`src/rtl/mem_port_arbiter.sv`:
```
// mem_port_arbiter: shares one memory port between instruction fetch and the
// data (load/store) stage. One access in flight at a time; data wins ties.
// Optional macro ARB_STARVE_EN: after STARVE_MAX consecutive data grants made
// while fetch was waiting, the next tie goes to fetch.
module mem_port_arbiter #(
    parameter int unsigned ADDR_W     = 32,
    parameter int unsigned DATA_W     = 32,
    parameter int unsigned STARVE_MAX = 4
) (
    input  logic              clk,
    input  logic              rst,
    // fetch side
    input  logic              if_req,
    input  logic [ADDR_W-1:0] if_addr,
    output logic [DATA_W-1:0] if_rdata,
    output logic              if_valid,
    output logic              stall_f,
    // data side
    input  logic              dm_req,
    input  logic              dm_we,
    input  logic [ADDR_W-1:0] dm_addr,
    input  logic [DATA_W-1:0] dm_wdata,
    output logic [DATA_W-1:0] dm_rdata,
    output logic              dm_valid,
    output logic              stall_m,
    // memory side
    output logic              ram_req,
    output logic              ram_we,
    output logic [ADDR_W-1:0] ram_addr,
    output logic [DATA_W-1:0] ram_wdata,
    input  logic [DATA_W-1:0] ram_rdata,
    input  logic              ram_ack
);

    typedef enum logic [1:0] {StIdle, StBusyIf, StBusyDm, StDone} state_e;

    state_e            state_q, state_d;
    logic [ADDR_W-1:0] addr_q, addr_d;
    logic              we_q, we_d;
    logic [DATA_W-1:0] wdata_q, wdata_d;
    logic [DATA_W-1:0] if_rdata_q, if_rdata_d;
    logic [DATA_W-1:0] dm_rdata_q, dm_rdata_d;
    logic              if_valid_q, if_valid_d;
    logic              dm_valid_q, dm_valid_d;
    logic              grant_if, grant_dm;
    logic              starved;

    // A zero threshold would hand every tie to fetch; reject it at elaboration.
    if (STARVE_MAX == 0) begin : g_bad_starve_max
        $error("STARVE_MAX must be at least 1");
    end

`ifdef ARB_STARVE_EN
    localparam int unsigned CntW = $clog2(STARVE_MAX + 1);

    logic [CntW-1:0] starve_q, starve_d;

    assign starved = (starve_q == CntW'(STARVE_MAX));

    // Count data grants taken while fetch was waiting; any other grant clears.
    always_comb begin
        starve_d = starve_q;
        if (grant_if) begin
            starve_d = '0;
        end else if (grant_dm) begin
            starve_d = if_req ? starve_q + CntW'(1) : '0;
        end
    end

    // Starvation counter register
    always_ff @(posedge clk) begin
        if (!rst) begin
            starve_q <= '0;
        end else begin
            starve_q <= starve_d;
        end
    end
`else
    assign starved = 1'b0;
`endif

    // Arbitration: only in idle; data first unless fetch has waited too long.
    always_comb begin
        grant_dm = (state_q == StIdle) && dm_req && !(if_req && starved);
        grant_if = (state_q == StIdle) && if_req && !grant_dm;
    end

    // Next-state, request latching and read-data capture
    always_comb begin
        state_d    = state_q;
        addr_d     = addr_q;
        we_d       = we_q;
        wdata_d    = wdata_q;
        if_rdata_d = if_rdata_q;
        dm_rdata_d = dm_rdata_q;
        if_valid_d = 1'b0;
        dm_valid_d = 1'b0;
        unique case (state_q)
            StIdle: begin
                if (grant_dm) begin
                    addr_d  = dm_addr;
                    we_d    = dm_we;
                    wdata_d = dm_wdata;
                    state_d = StBusyDm;
                end else if (grant_if) begin
                    addr_d  = if_addr;
                    we_d    = 1'b0;
                    state_d = StBusyIf;
                end
            end
            StBusyIf: begin
                if (ram_ack) begin
                    if_rdata_d = ram_rdata;
                    if_valid_d = 1'b1;
                    state_d    = StDone;
                end
            end
            StBusyDm: begin
                if (ram_ack) begin
                    // Stores leave the last load data in place.
                    if (!we_q) begin
                        dm_rdata_d = ram_rdata;
                    end
                    dm_valid_d = 1'b1;
                    state_d    = StDone;
                end
            end
            StDone: begin
                state_d = StIdle;
            end
            default: begin
                state_d = StIdle;
            end
        endcase
    end

    // State and datapath registers
    always_ff @(posedge clk) begin
        if (!rst) begin
            state_q    <= StIdle;
            addr_q     <= '0;
            we_q       <= 1'b0;
            wdata_q    <= '0;
            if_rdata_q <= '0;
            dm_rdata_q <= '0;
            if_valid_q <= 1'b0;
            dm_valid_q <= 1'b0;
        end else begin
            state_q    <= state_d;
            addr_q     <= addr_d;
            we_q       <= we_d;
            wdata_q    <= wdata_d;
            if_rdata_q <= if_rdata_d;
            dm_rdata_q <= dm_rdata_d;
            if_valid_q <= if_valid_d;
            dm_valid_q <= dm_valid_d;
        end
    end

    // Memory-side and pipeline-side outputs
    always_comb begin
        ram_req   = (state_q == StBusyIf) || (state_q == StBusyDm);
        ram_we    = (state_q == StBusyDm) && we_q;
        ram_addr  = addr_q;
        ram_wdata = wdata_q;
        if_rdata  = if_rdata_q;
        dm_rdata  = dm_rdata_q;
        if_valid  = if_valid_q;
        dm_valid  = dm_valid_q;
        stall_f   = if_req & ~if_valid_q;
        stall_m   = dm_req & ~dm_valid_q;
    end

endmodule

```
`config.mk`:
```
export PLATFORM = sky130hd
export DESIGN_NAME = mem_port_arbiter
export DESIGN_NICKNAME = d
export VERILOG_FILES = /design/src/rtl/mem_port_arbiter.sv
export SDC_FILE = /design/constraint.sdc
export NUM_CORES = 1
export LEC_CHECK = 0
export BUFFER_PORTS_ARGS = -buffer_cell sky130_fd_sc_hd__buf_2
export CAP_MARGIN = 20
export CORE_MARGIN = 2
export CORE_UTILIZATION = 41
export DETAILED_ROUTE_END_ITERATION = 8
export PLACE_DENSITY = 0.84
export SLEW_MARGIN = 25
export SYNTH_ARGS = -nofsm -noshare
export SYNTH_HDL_FRONTEND = slang
export SYNTH_SLANG_ARGS = --single-unit
```
`constraint.sdc`:
```
create_clock -name clk -period 1.6 [get_ports clk]
set_clock_uncertainty 0.1 [all_clocks]
set_input_delay 0.32 -clock clk [delete_from_list [all_inputs] [get_ports clk]]
set_output_delay 0.32 -clock clk [all_outputs]
set_load 0.01 [all_outputs]
```
==> flow_summary.ini, run 1 <==
[sta]
tns_ns = -0.104
relSlewSlack_pct = 78.6
min_period_ns = 1.68
fmax_ghz = 0.594
whs_ns = 0.0442
setup_ws_ns = -0.0831
finalSetupViolations = 2
slew_violations = 0
fin_crit_sh_pct = 105
tightest_slew_ns = 0.321
hold_viol = 0
rsz0062_at_grt = true

[synth]
synth_largest_area_cell = dfxtp_1
netlist_area_sq_mm = 0.00522
ys_seq_area_share_pct = 51.0
yosys-top-cells-count = nand2_1, dfxtp_1, a21oi_1
synth.distinct_cells = 23
yosysMostFrequentCell = nand2_1
synth_nets = 776
synthCells = 638
ys.flop_type = dfxtp_1
netlist_top_cells_area = dfxtp_1, nand2_1, a21oi_1, a311oi_2, buf_2
synth.top_cell.area_share_pct = 51.0
synth-warning-count = 0
syn_avg_cell_area_sq_um = 8.18
synth-seq-cells = 133
async_flop_share_pct = 0
synth_edf_count = 0

[min_path]
hold_depth = 3
hp-class = in -> reg
worstHoldStart = dm_wdata[30]

[pwr]
p_total_uw = 12500
power.leakage_uw = 0.00345
ir_drop_mv = 0.865
power_density_mw_per_mm2 = 1660

[placed_design]
post-dp-hpwl_um = 10300
portBuffers = 267
place_congestion = 0.832
placed_area_sq_mm = 0.00681
dp_slack_ns = -0.128

[floorplanning]
dieWidth_um = 117
initial_core_util_pct = 41.7
fp-row-count = 41
dieArea_sq_mm = 0.0136
io_pins = 268
coreArea_sq_mm = 0.0125
die_h_um = 117

[detailed_routing]
drt.antenna.violating_nets = 0
vias = 5285
drt_first_pass_iters = 6
vias_per_cell = 4.88
wl_per_cell_um = 13.7
drt_iter0_drc = 388
wl_um = 14800
drc_errors = 0

[finish]
fillers = 1132
layout-drive-gt1-share_pct = 39.9
stdcell_area_sq_mm = 0.00754
seq_area_sq_mm = 0.00267
diodes = 0
area_delta_synth_final_pct = 44.4
multi_input_area_sq_mm = 0.00232
num-nets-final = 1035

[grt]
grt_max_degree = 74
grt_pass1_vias = 4785
globalRouteTotalUtil_pct = 20.7
grt_pass1_wl_um = 22100
antenna_found_initial = 0
grt.overflow.total = 0

[clock_tree]
cts_tree = yes
clkTransAtPathRegs_ns = 0.06
clock_path_buffers = 2
clock-sinks = 133
numCtsBuffers = 17
htree_levels = 4
clk_latency_ns = 0.41
root_buffer = clkbuf_16

[critical_path]
crit_start = state_q[1]$_SDFFE_PN0P_
rr_worst_depth = 6
crit_fanout = 2
critPathCaptureType = primary output
crit_path_start_kind = flip-flop
critPathKind = reg -> out
arrival_ns = 1.26
timing.rr.start = state_q[0]$_SDFFE_PN0P_
cp.required_ns = 1.18

[job]
drv_cap = 0

[status]
outcome = complete, but fails checks
failed_checks = setup timing
## routing by layer
metal / part of all wire, % / track usage, % / vias to the layer above
met2: 50 / 35.1 / 211
met4: 4.0 / 11.5 / 0
met3: 7.1 / 5.72 / 49
li1: - / - / 2645
met1: 39 / 23.6 / 2380
met5: 0 / 0 / -
## cells by family after synthesis
family | count (synthesis) | share of synthesized area, %
compound gates | 165 | 21.7
fa+ha+maj | 4 | 0.959
buf+inv | 56 | 5.23
flops | 133 | 51.0
mux | 2 | 0.384
simple gates | 278 | 20.7
## power by group
part	switching (uW)	internal [uW]
Sequential	298	3930
Combinational	2470	1970
Clock	1370	2490
## registers in the layout, indices dropped and copies added (netlist names)
name / count
dm_rdata: 32
dm_valid: 1
if_rdata: 32
if_valid: 1
ram_addr: 32
ram_wdata: 32
state_q: 2
we_q: 1
## cells in the final DEF (no fill, tap or decap), drive strengths merged, types with 3 or more instances in the layout
cell type    n
inv          3
nand2      264
nor2b        5
and2         6
clkbuf      24
clkinv       5
dfxtp      133
ha           4
a21oi      129
buf        292
a311oi      32
## repair_timing
action                                  CTS  global route
endpoints found under the setup margin   36            37
cloned                                    1             0
pin swaps                                 0             1
setup buffers                             3             0
gates resized for setup                  12             8
hold buffers                              0             0
## critical path, cell delays in order (launching register included)
cell     delay (ns)
dfxtp_2        0.33
buf_6          0.11
ha_4           0.14
and2_4         0.15
buf_6          0.12
## through the flow
step / utilization (%) / instances
5_1_grt: 60.2 / 1082
2_1_floorplan: - / 638
3_5_place_dp: 54.4 / 1046
3_3_place_gp: 54.4 / 1046
6_report: 60.2 / 1082
4_1_cts: 60.0 / 1082
## worst paths after layout
path	to	slack [ns]
max reg2reg	ram_addr[28]$_SDFFE_PN0P_	0.09
max	ram_we	-0.08
min reg2reg	ram_wdata[30]$_SDFFE_PN0P_	0.35
min	ram_wdata[30]$_SDFFE_PN0P_	0.04
## cell type report
type | instances | area share (%)
multi-input cells | 450 | 30.8
well taps | 172 | 2.86
repair buffers | 292 | 22.8
flip-flops and latches | 133 | 35.4
clock inverters | 8 | 1.28
clock buffers | 24 | 6.66
inverters | 3 | 0.183
No activity file was read; power rests on OpenSTA's default activity.
==> run 2, diff against run 1 <==
--- a/config.mk
+++ b/config.mk
@@ -10,6 +10,7 @@
 export CORE_MARGIN = 2
 export CORE_UTILIZATION = 41
 export DETAILED_ROUTE_END_ITERATION = 8
+export GPL_TIMING_DRIVEN = 0
 export PLACE_DENSITY = 0.84
 export SLEW_MARGIN = 25
 export SYNTH_ARGS = -nofsm -noshare
==> run 2 against run 1 <==
The run still ends with setup timing left; sequential share of layout area is 1.4 points lower; critical endpoint unchanged; final cell count is 3.0% higher; largest cell class unchanged; core utilization is 2.6 points higher; clock power is 9.8% lower; die area stayed put.
==> flow_summary.ini, run 2 (synthesis results as in run 1) <==
[min_path]
hp-class = in -> reg

[placed_design]
dp_slack_ns = -0.298
post-dp-hpwl_um = 11200
portBuffers = 267
placed_area_sq_mm = 0.00677
place_congestion = 0.868

[pwr]
power.leakage_uw = 0.00359
power_density_mw_per_mm2 = 1640
net-switching-power_uw = 4440
clock_power_share_pct = 27.0
combPwrFrac_pct = 39.7
power.share.switching_pct = 34.4
p_seq_share_pct = 33.3
intPower_uw = 8450
ir_drop_mv = 0.931

[grt]
globalRouteTotalUtil_pct = 21.8
antenna_found_initial = 0
grt_pass1_vias = 4980
grt_pass1_wl_um = 23200
grt_max_degree = 17
grt.overflow.total = 0

[sta]
tightest_slew_ns = 0.676
rsz0062_at_grt = true
setup_ws_ns = -0.0546
min_period_ns = 1.65
fin_crit_sh_pct = 103
fmax_ghz = 0.604
finalSetupViolations = 9
slew_violations = 0
tns_ns = -0.144
whs_ns = 0.0508
hold_viol = 0
relSlewSlack_pct = 54.9

[critical_path]
crit_buf_inv = 2
crit_fanout = 4
crit_chain = inv_4 -> ha_4 -> and2_4 -> buf_6
critPathCaptureType = primary output
slowest_delay_ns = 0.35
critPathKind = reg -> out
critical_path.top_delay_family = flip-flops
crit_slowest_cell = dfxtp_2
arrival_ns = 1.23
crit_path_start_kind = flip-flop
cp.required_ns = 1.18

[finish]
diodes = 0
final_common_cell = buf_2
num-nets-final = 1070
stdcell_area_sq_mm = 0.00786
layout-drive-gt1-share_pct = 45.8
area_delta_synth_final_pct = 50.6
layout_common_cells = buf_2, nand2_1, dfxtp_1, a21oi_1, a311oi_2

[clock_tree]
root_buffer = clkbuf_16
htree_levels = 4
clock-sinks = 133
cts_tree = yes
clock_path_buffers = 2
numCtsBuffers = 17
clk_latency_ns = 0.40
clkTransAtPathRegs_ns = 0.06

[floorplanning]
coreArea_sq_mm = 0.0125
dieArea_sq_mm = 0.0136
die_h_um = 117
io_pins = 268
fp-row-count = 41
initial_core_util_pct = 41.7
dieWidth_um = 117

[detailed_routing]
drc_errors = 0
drt.antenna.violating_nets = 0
wl_um = 15900
vias_per_cell = 4.90
drt_iter0_drc = 285
wl_per_cell_um = 14.3
vias = 5456
drt_first_pass_iters = 5

[job]
drv_cap = 0

[status]
failed_checks = setup timing
outcome = complete, but fails checks
[run 2: cell count changes in the layout (fill, tap and decap cells not counted), sizes merged]
cell	before	now
clkbuf	24	47
buf	292	305
clkinv	5	3
and2	6	5
bufinv	2	1
[run 2: final cells by class]
type | instances | area [sq um]
fill | 1096 | 4660
clock inverter | 5 | 52.6
sequential | 133 | 2670
tap | 172 | 215
clock buffer | 24 | 472
multi-input combinational | 449 | 2540
timing repair buffer | 281 | 1540
buffer | 47 | 350
inverter | 3 | 18.8
[run 2: layer usage]
metal  track usage, %  part of all wire [%]  wire length (um)  vias up
met2             38.1                    51              8190      212
met5                0                     0                 0        -
met3             6.54                   6.8              1080       31
met1             24.7                    39              6290     2494
li1                 -                     -                 -     2719
met4             9.25                   2.4               375        0
[run 2: power groups by stage]
| stage | clock network, uW | logic [uW] | registers (uW) |
|---|---|---|---|
| floorplan | 0 | 2390 | 4550 |
| global placement | 0 | 3940 | 4260 |
| detailed placement | 0 | 4000 | 4280 |
| CTS | 3540 | 4540 | 4250 |
| global route | 3700 | 5570 | 4360 |
| finish | 3480 | 5110 | 4300 |
[run 2: path summary, 6_finish.rpt]
kind | startpoint | endpoint | slack [ns] | cells past startpoint
hold / removal | dm_wdata[26] | ram_wdata[26]$_SDFFE_PN0P_ | 0.05 | 3
hold reg to reg | ram_wdata[5]$_SDFFE_PN0P_ | ram_wdata[5]$_SDFFE_PN0P_ | 0.35 | 2
setup / recovery | state_q[0]$_SDFFE_PN0P_ | ram_we | -0.05 | 4
setup reg to reg | state_q[0]$_SDFFE_PN0P_ | ram_addr[11]$_SDFFE_PN0P_ | -0.03 | 8
[run 2: worst min-delay path, stage by stage]
cell,delay (ns)
buf_2,0.09
nand2_1,0.04
a21oi_1,0.05
[run 2: stage by stage]
stage               power (uW)  std cells  utilization (%)
global placement          8200       1077             54.1
finish                   12900       1114             62.8
global route             13600       1114             62.8
CTS                      12300       1113             60.1
detailed placement        8280       1077             54.1
floorplan                 6940        638                -
[run 2: repair_timing]
| item | in CTS | in global routing |
|---|---|---|
| hold buffers | 0 | 0 |
| pin swaps | 4 | 28 |
| resized for setup | 56 | 83 |
| endpoints found under the setup margin | 117 | 126 |
| setup buffers | 6 | 3 |
| gates cloned | 2 | 3 |
==> run 3, diff against run 2 <==
==> constraint.sdc (replaced) <==
create_clock -name clk -period 1.4 [get_ports clk]
set_clock_uncertainty 0.1 [all_clocks]
set_input_delay 0.28 -clock clk [delete_from_list [all_inputs] [get_ports clk]]
set_output_delay 0.28 -clock clk [all_outputs]
set_load 0.01 [all_outputs]
==> run 3 against run 2 <==
The run still ends with setup timing left; critical endpoint unchanged; combinational power is 31% higher; sequential cell count stayed put; via count is 5.4% higher; sequential share of layout area is 2.7 points lower; sequential power is 14% higher; wire length is 14% higher; critical path depth stayed put; die area stayed put; setup slack worse by 0.17 ns; critical path type unchanged.
==> flow_summary.ini, run 3 (synthesis results as in run 1) <==
[status]
outcome = complete, but fails checks
failed_checks = setup timing

[sta]
fin_crit_sh_pct = 116
min_period_ns = 1.63
whs_ns = 0.00614
slew_violations = 0
fmax_ghz = 0.614
tns_ns = -11.52
setup_ws_ns = -0.228
tightest_slew_ns = 0.763
finalSetupViolations = 114
rsz0062_at_grt = true
hold_viol = 0
relSlewSlack_pct = 49.1

[finish]
multi_input_area_sq_mm = 0.00270
diodes = 0
final_common_cell = buf_2
instances_no_fill = 1149
area_delta_synth_final_pct = 63.4
layout-drive-gt1-share_pct = 51.2
fillers = 994
num-nets-final = 1102
seq_area_sq_mm = 0.00267
layout_common_cells = buf_2, nand2_1, dfxtp_1, a21oi_1, a21oi_2
final_util_pct = 68.1

[clock_tree]
clk_latency_ns = 0.41
clkTransAtPathRegs_ns = 0.06
root_buffer = clkbuf_16
clock-sinks = 133
htree_levels = 4
numCtsBuffers = 17
cts_tree = yes
clock_path_buffers = 2

[pwr]
combPwrFrac_pct = 41.9
power.leakage_uw = 0.00388
ir_drop_mv = 1.21
p_seq_share_pct = 30.7
power_density_mw_per_mm2 = 1880
power.share.switching_pct = 34.3
clock_power_share_pct = 27.4
intPower_uw = 10500
net-switching-power_uw = 5490
p_total_uw = 16000

[placed_design]
portBuffers = 267
place_congestion = 0.832
post-dp-hpwl_um = 11900
place_inst = 1077

[grt]
globalRouteTotalUtil_pct = 23.2
grt_pass1_vias = 5039
grt_max_degree = 17
antenna_found_initial = 0
grt_pass1_wl_um = 24600
grt.overflow.total = 0

[floorplanning]
dieArea_sq_mm = 0.0136
coreArea_sq_mm = 0.0125
initial_core_util_pct = 41.7
dieWidth_um = 117
io_pins = 268
fp-row-count = 41
die_h_um = 117

[min_path]
hp-class = in -> reg
holdPathEnd = ram_wdata[15]$_SDFFE_PN0P_
worstHoldStart = dm_wdata[15]
hold_depth = 3

[critical_path]
critPathKind = reg -> out
timing.rr.start = state_q[1]$_SDFFE_PN0P_
arrival_ns = 1.25
reg2reg_to = ram_addr[28]$_SDFFE_PN0P_
cp.required_ns = 1.02
rrSetupSlack_ns = -0.23
critPathCaptureType = primary output
crit_fanout = 3
crit_chain = inv_4 -> ha_4 -> and2_4 -> buf_6
crit_path_start_kind = flip-flop
slowest_delay_ns = 0.35
crit_slowest_cell = dfxtp_2
rr_worst_depth = 7

[detailed_routing]
drt.antenna.violating_nets = 0
drt_iter0_drc = 378
vias = 5753
wl_per_cell_um = 15.8
vias_per_cell = 5.01
drt_first_pass_iters = 5
wl_um = 18200
drc_errors = 0

[job]
drv_cap = 0
-- run 3: cell types whose count changed in the layout (fill, tap and decap cells not counted), sizes merged --
cell | before | now
buf | 305 | 322
clkbuf | 47 | 42
bufinv | 1 | 2
dlygate4sd3 | 0 | 18
clkinv | 3 | 7
-- run 3: routing by layer --
| layer | GRT usage (%) | part of all wire, % | vias up |
|---|---|---|---|
| li1 | - | - | 2784 |
| met1 | 27.3 | 40 | 2657 |
| met2 | 40.3 | 51 | 265 |
| met3 | 6.90 | 7.1 | 47 |
| met4 | 8.39 | 2.6 | 0 |
| met5 | 0 | 0 | - |
-- run 3: per-stage QoR --
step | setup WS (ns) | instance area [sq um]
4_1_cts | -0.244 | 8000
3_5_place_dp | -0.532 | 6840
6_report | -0.228 | 8530
2_1_floorplan | -0.0959 | 5290
3_3_place_gp | -0.489 | 6840
5_1_grt | -0.274 | 8530
-- run 3: final cells by class --
class,count,share of cell area (%)
Timing Repair Buffer,313,22.3
Tap cell,172,2.52
Multi-Input combinational cell,449,31.7
Clock inverter,10,1.20
Clock buffer,22,5.68
Sequential cell,133,31.3
Inverter,3,0.191
Buffer,47,5.11
-- run 3: power groups by stage --
stage	registers, uW	clock network [uW]	logic [uW]
after floorplan	5200	0	2920
after global placement	4880	0	4720
after detailed placement	4900	0	4790
after CTS	4890	4430	5760
after global routing	4980	4640	7180
final	4920	4400	6710
-- run 3: worst max-delay path: cells and delay by family, from the launching register on --
family / cells / cell delay [ns]
and+or+nand+nor: 1 / 0.15
adders and majority gates: 1 / 0.16
buffers and inverters: 2 / 0.18
DFF: 1 / 0.35
-- run 3: worst max path at each step --
stage                                        from  slack (ns)                         to
final                     state_q[0]$_SDFFE_PN0P_       -0.23                     ram_we
after global routing      state_q[1]$_SDFFE_PN0P_       -0.27   ram_addr[4]$_SDFFE_PN0P_
after detailed placement                      rst       -0.53   if_rdata[0]$_SDFFE_PN0P_
after CTS                 state_q[1]$_SDFFE_PN0P_       -0.24   ram_addr[4]$_SDFFE_PN0P_
after global placement                        rst       -0.49   if_rdata[1]$_SDFFE_PN0P_
after floorplan           state_q[1]$_SDFFE_PN0P_        -0.1  ram_addr[10]$_SDFFE_PN0P_
-- run 3: repair_timing --
| action | in CTS | in global routing |
|---|---|---|
| gates cloned | 3 | 9 |
| resized for setup | 91 | 108 |
| setup buffers | 9 | 7 |
| endpoints found under the setup margin | 130 | 105 |
| pin swaps | 3 | 35 |
| hold endpoints to repair | 18 | 0 |
| hold buffers | 18 | 0 |
